## src/rtl/aes_request_scheduler_pkg.sv

```systemverilog
// Shared AES definitions: block/key types, engine op encoding and default engine latency.
package aes_request_scheduler_pkg;

    typedef logic [127:0] state_t;
    typedef logic [127:0] key_t;

    typedef enum logic {
        ENCRYPT = 1'b0,
        DECRYPT = 1'b1
    } aes_op_t;

    localparam int AES_ENGINE_LATENCY = 11;

endpackage

```

## src/rtl/aes_request_scheduler_rr_arbiter.sv

```systemverilog
// Round-robin arbiter: one-hot grant searching upward from ptr, ptr moves past each winner.
module rr_arbiter #(
    parameter  int NUM_REQ = 4,
    localparam int IDX_W   = $clog2(NUM_REQ)
) (
    input  logic               clock,
    input  logic               reset,
    input  logic [NUM_REQ-1:0] req,
    input  logic               advance,
    output logic [NUM_REQ-1:0] grant,
    output logic [IDX_W-1:0]   idx
);

    logic [IDX_W-1:0] ptr_q, ptr_d;
    logic [IDX_W-1:0] cand;
    logic             found;
    int               cand_i;

    always_comb begin
        grant  = '0;
        idx    = '0;
        found  = 1'b0;
        cand   = '0;
        cand_i = 0;
        for (int k = 0; k < NUM_REQ; k++) begin
            cand_i = int'(ptr_q) + k;
            if (cand_i >= NUM_REQ) cand_i = cand_i - NUM_REQ;
            cand = IDX_W'(cand_i);
            if (!found && req[cand]) begin
                found       = 1'b1;
                grant[cand] = 1'b1;
                idx         = cand;
            end
        end
    end

    always_comb begin
        ptr_d = ptr_q;
        if (advance && found)
            ptr_d = (idx == IDX_W'(NUM_REQ - 1)) ? '0 : idx + 1'b1;
    end

    always_ff @(posedge clock or negedge reset) begin
        if (!reset) ptr_q <= '0;
        else        ptr_q <= ptr_d;
    end

endmodule

```

## src/rtl/aes_request_scheduler.sv

```systemverilog
// Shares one AES encoder and one decoder among NUM_REQ requesters; a tag pipe matching the
// engine latency routes each result back to its requester on a single response port.
module aes_request_scheduler
    import aes_request_scheduler_pkg::*;
#(
    parameter  int NUM_REQ = 4,
    parameter  int LATENCY = AES_ENGINE_LATENCY,
    localparam int TAG_W   = $clog2(NUM_REQ)
) (
    input  logic                 clock,
    input  logic                 reset,
    input  logic [NUM_REQ-1:0]   reqValid,
    output logic [NUM_REQ-1:0]   reqReady,
    input  logic [NUM_REQ-1:0]   reqOp,
    input  state_t [NUM_REQ-1:0] reqData,
    input  key_t   [NUM_REQ-1:0] reqKey,
    output state_t               encData,
    output key_t                 encKey,
    output state_t               decData,
    output key_t                 decKey,
    input  state_t               encResult,
    input  state_t               decResult,
    input  logic                 encValid,
    input  logic                 decValid,
    output logic                 rspValid,
    output logic [TAG_W-1:0]     rspId,
    output logic                 rspOp,
    output state_t               rspData,
    output logic                 busy,
    output logic                 err
);

    typedef struct packed {
        logic             valid;
        aes_op_t          op;
        logic [TAG_W-1:0] id;
    } sched_tag_t;

    logic [NUM_REQ-1:0] gnt;
    logic [TAG_W-1:0]   gnt_idx;
    logic               hs;

    rr_arbiter #(.NUM_REQ(NUM_REQ)) u_arb (
        .clock   (clock),
        .reset   (reset),
        .req     (reqValid),
        .advance (hs),
        .grant   (gnt),
        .idx     (gnt_idx)
    );

    assign reqReady = gnt;
    assign hs       = |gnt;

    state_t enc_data_q, enc_data_d, dec_data_q, dec_data_d;
    key_t   enc_key_q, enc_key_d, dec_key_q, dec_key_d;

    // The idle engine sees all-zero inputs, so stale blocks never linger on its ports.
    always_comb begin
        enc_data_d = '0;
        enc_key_d  = '0;
        dec_data_d = '0;
        dec_key_d  = '0;
        if (hs) begin
            if (reqOp[gnt_idx]) begin
                dec_data_d = reqData[gnt_idx];
                dec_key_d  = reqKey[gnt_idx];
            end else begin
                enc_data_d = reqData[gnt_idx];
                enc_key_d  = reqKey[gnt_idx];
            end
        end
    end

    sched_tag_t tag_q [LATENCY+1];
    sched_tag_t tag_d [LATENCY+1];
    sched_tag_t due;

    always_comb begin
        tag_d[0] = '0;
        if (hs) tag_d[0] = '{valid: 1'b1, op: aes_op_t'(reqOp[gnt_idx]), id: gnt_idx};
        for (int k = 1; k <= LATENCY; k++) tag_d[k] = tag_q[k-1];
    end

    always_comb begin
        busy = 1'b0;
        for (int k = 0; k <= LATENCY; k++) busy = busy | tag_q[k].valid;
    end

    // Final stage is aligned with the engine output cycle.
    assign due = tag_q[LATENCY];

    logic             rsp_valid_q, rsp_valid_d;
    logic [TAG_W-1:0] rsp_id_q, rsp_id_d;
    logic             rsp_op_q, rsp_op_d;
    state_t           rsp_data_q, rsp_data_d;
    logic             err_q, err_d;

    always_comb begin
        rsp_valid_d = due.valid;
        rsp_id_d    = '0;
        rsp_op_d    = 1'b0;
        rsp_data_d  = '0;
        err_d       = err_q;
        if (due.valid) begin
            rsp_id_d = due.id;
            rsp_op_d = (due.op == DECRYPT);
            if (due.op == DECRYPT) begin
                rsp_data_d = decResult;
                err_d      = err_q | ~decValid;
            end else begin
                rsp_data_d = encResult;
                err_d      = err_q | ~encValid;
            end
        end
    end

    always_ff @(posedge clock or negedge reset) begin
        if (!reset) begin
            enc_data_q  <= '0;
            enc_key_q   <= '0;
            dec_data_q  <= '0;
            dec_key_q   <= '0;
            rsp_valid_q <= 1'b0;
            rsp_id_q    <= '0;
            rsp_op_q    <= 1'b0;
            rsp_data_q  <= '0;
            err_q       <= 1'b0;
            for (int k = 0; k <= LATENCY; k++) tag_q[k] <= '0;
        end else begin
            enc_data_q  <= enc_data_d;
            enc_key_q   <= enc_key_d;
            dec_data_q  <= dec_data_d;
            dec_key_q   <= dec_key_d;
            rsp_valid_q <= rsp_valid_d;
            rsp_id_q    <= rsp_id_d;
            rsp_op_q    <= rsp_op_d;
            rsp_data_q  <= rsp_data_d;
            err_q       <= err_d;
            for (int k = 0; k <= LATENCY; k++) tag_q[k] <= tag_d[k];
        end
    end

    assign encData  = enc_data_q;
    assign encKey   = enc_key_q;
    assign decData  = dec_data_q;
    assign decKey   = dec_key_q;
    assign rspValid = rsp_valid_q;
    assign rspId    = rsp_id_q;
    assign rspOp    = rsp_op_q;
    assign rspData  = rsp_data_q;
    assign err      = err_q;

endmodule
```

## config.mk

```make
export PLATFORM = sky130hd
export DESIGN_NAME = aes_request_scheduler
export DESIGN_NICKNAME = d
export VERILOG_FILES = /design/src/rtl/aes_request_scheduler_pkg.sv /design/src/rtl/aes_request_scheduler_rr_arbiter.sv /design/src/rtl/aes_request_scheduler.sv
export SDC_FILE = /design/constraint.sdc
export NUM_CORES = 2
export LEC_CHECK = 0
export BUFFER_PORTS_ARGS = -buffer_cell sky130_fd_sc_hd__buf_2
export CAP_MARGIN = 20
export CORE_AREA = 2 2 753 755
export DETAILED_ROUTE_END_ITERATION = 12
export DIE_AREA = 0 0 755 757
export GPL_ROUTABILITY_DRIVEN = 0
export HOLD_SLACK_MARGIN = 0.02
export PLACE_DENSITY_LB_ADDON = 0.1
export SLEW_MARGIN = 30
export SYNTH_ARGS = -nofsm -noshare
export SYNTH_HDL_FRONTEND = slang
export SYNTH_SLANG_ARGS = --single-unit
export TNS_END_PERCENT = 5
```

## constraint.sdc

```tcl
create_clock -name clock -period 10.4 [get_ports clock]
set_input_delay 2.08 -clock clock [delete_from_list [all_inputs] [get_ports clock]]
set_output_delay 2.08 -clock clock [all_outputs]
set_load 0.05 [all_outputs]
```

==> impl_results.md <==
* PostCTS Resize Cnt at 0
* Clock Tree Root: clkbuf_16
* Post-synth EDFFs at 0
* # rows at around 280
* Initial antenna violation count at ~430
* Final Cycle Share at approximately 72%
* Worst skew pair latency at between 0.8 and 0.9 ns
* Flops & latches, synth at between 600 and 700
* Total chip power at ~25 mW
* Post-route cell area at 57,500 um^2
* CTS buffer count at 114
* Met1 Use GR at about 15%
* Initial Util at roughly 6%
* Int Pwr at just under 10 mW
* Top-count cell post-synth: dfrtp_1
* Status: finished, final reports clean
* Global-route wire length before repair at approximately 520 mm
* Sequential power share at 17.2%
* Number of port buffers at roughly 1,900
* Min Hold Slack at 0.331 ns
* Post-route ant nets at 0
* Largest net degree at the start of global routing at roughly 130
* Gate power share at between 60% and 70%
* Crit end category: primary output
* Worst vdd ir at 0.315 mV
* Clk network pwr share at 17.4%
* Worst hold path type: register to register
* RSZ-0062 raised after global routing: false
* M2 GR Usage at approximately 25%
* Crit Path Max Fanout at 19
* Core box area at 563,000 um^2
* Ys async rst share at 100%
* Area of placed instances at roughly 53,000 um^2
* Routed vias/inst at 3.17
* Setup violators final at 0
* Slew Limit Headroom at between 20% and 30%
* Fmax at approximately 130 MHz
* Min Tclk post-route at 7.44 ns
* Io pins at 1,942
* Final Skew at between 0.06 and 0.07 ns
* Cell variety after synth at 45
* Htree depth at 3
* Main flop type after synthesis: dfrtp_1
* Layout cell share with drive strength beyond 1 at just over 40%
* Cell area after synthesis at 34,800 um^2
* CTS tree: done
* Clk slew on worst S/H paths at ~0.06 ns
* Cells after Synth at between 3,000 and 4,000
* Arrival time at the worst endpoint at around 5.4 ns
* Vias in the first global route at roughly 44,000
* Startpoint type of the worst setup path: register
* Dpl cells at 12,905
* Post-CTS Hold Buffers at 0
* Critical path type: register to primary output
* Post-CTS Repair Setup Buffers at 0
* GR Util met3 at about 5.2%
* Bufs on Longest Clock Path at 4
* Drt total wl at 412 mm
* Worst-Margin Slew at around 1.2 ns
* Most crowded layer after global routing: met2
* Switching Share at ~60%
* Final Max Tran Viols at 0
* Synth cell count leaders: 695 x dfrtp_1, 515 x nand3_1, 515 x o21ai_0, 513 x nor3_1, 368 x clkbuf_1
* Detailed placement HPWL at about 330 mm
* P_sw at 14.8 mW
* Synthesis Warnings at 0
* Layout filler cell count at 65,715
* Total power per unit cell area at between 400 and 500 nW/um^2
* Seq/Total Area, Yosys at 50.0%
* Max-Cap Viols at 0
* Gr ovfl total at 0
* Final WS setup at slightly below 3 ns
* DR pass1 iterations at 5
* Post-Syn Nets at a little over 5,000
* Core Util, Final at ~10%
* Largest cells by area after synthesis: dfrtp_1 50%, nand3_1 7.4%, o21ai_0 7.4%
* Syn avg cell area at ~9 um^2
* DIE AREA at 572,000 um^2
* Largest area contributor in the netlist: dfrtp_1
* Initial DRC count at 2,772
* Via count at approximately 42,000
* GRT Util Overall at ~14%
* # DRC at 0
* Finished Layout Cells at 13,216
* Dpl ws at roughly 3.6 ns
* P&R area growth vs syn at 65.2%
* Die Height at about 760 um
* Nets at 6,816
* LEAKAGE at ~25 nW
* Setup TNS at 0 ns
* CTS sink cnt at 695
* Req. time, crit path at 8.32 ns
* Top cell type's share of synthesized area at 50.0%
* Chip Width at between 700 and 800 um
* Wire per inst at 31.2 um
* Hold Vio Cnt, Final at 0
state kept, by name, indices dropped and copies added, names as in the netlist:
name         count
decData        128
decKey         128
encData        128
encKey         128
rspData        128
tag_d           44
due              3
rspId            2
u_arb.ptr_q      2
err              1
rspOp            1
rspValid         1
rsp_valid_d      1
logic make-up after synthesis:
kind of cell / share of synthesized area, %
compound gates: 19.2
xor+xnor: 0.0252
simple gates: 20.5
mux: 4.32
flops: 50.0
fa+ha+maj: 0.180
buf+inv: 5.86
power by group through the flow:
| stage | clock network [mW] | registers [mW] | logic, mW |
|---|---|---|---|
| finish | 4.28 | 4.22 | 16.1 |
| global placement | 0 | 4.34 | 16.6 |
| global route | 4.58 | 4.32 | 17.3 |
| floorplan | 0 | 6.75 | 6.65 |
| CTS | 4.51 | 4.27 | 16.6 |
| detailed placement | 0 | 4.31 | 16.6 |
routing by layer:
layer	vias up	part of all wire, %	routed length, um
met4	200	3.3	13500
li1	17537	-	-
met1	20928	38	156000
met2	2393	49	204000
met3	863	9.2	37800
met5	-	0.31	1280
critical path, stage by stage (launching register included):
cell	delay, ns
dfrtp_1	0.96
inv_1	0.36
ha_1	0.77
mux4_2	0.71
nor2b_1	0.37
a221oi_1	0.14
nor2_1	0.31
a21o_1	0.33
buf_2	0.54
layout by cell type, fill, tap and decap left out, drive strengths merged, types with 5 or more instances in the layout:
master and n:
o21ai 517, clkbuf 154, dfrtp 695, nor3 513
mux2i 135, clkinv 19, diode 98, ha 5
inv 11, nand3 515, clkinvlp 10, nor2b 132
nor2 270, a211oi 258, nand2 9, mux2 5
a21o 5, a22oi 256, bufinv 19, buf 2043
cell type report:
type	count	area [um^2]	area share (%)
sequential	695	17400	30.3
timing repair buffer	2043	10800	18.9
multi-input combinational	2661	15500	27.0
tap	7506	9390	16.3
clock buffer	154	3180	5.54
clock inverter	55	883	1.54
inverter	4	15.0	0.0261
antenna	98	245	0.427
path summary, 6_finish.rpt:
path	startpoint	endpoint	slack, ns	cells past startpoint
setup reg to reg	u_arb.ptr_q[0]$_DFFE_PN0P_	decData[126]$_DFF_PN0_	3.86	10
max in group asynchronous	reset	encKey[118]$_DFF_PN0_	7.28	3
min in group asynchronous	reset	rspData[123]$_DFF_PN0_	1.08	1
hold reg to reg	tag_d[28]$_DFF_PN0_	tag_d[24]$_DFF_PN0_	0.33	0
hold / removal	tag_d[28]$_DFF_PN0_	tag_d[24]$_DFF_PN0_	0.33	0
setup / recovery	u_arb.ptr_q[0]$_DFFE_PN0P_	reqReady[0]	2.96	8
No activity file was read; power rests on OpenSTA's default activity.
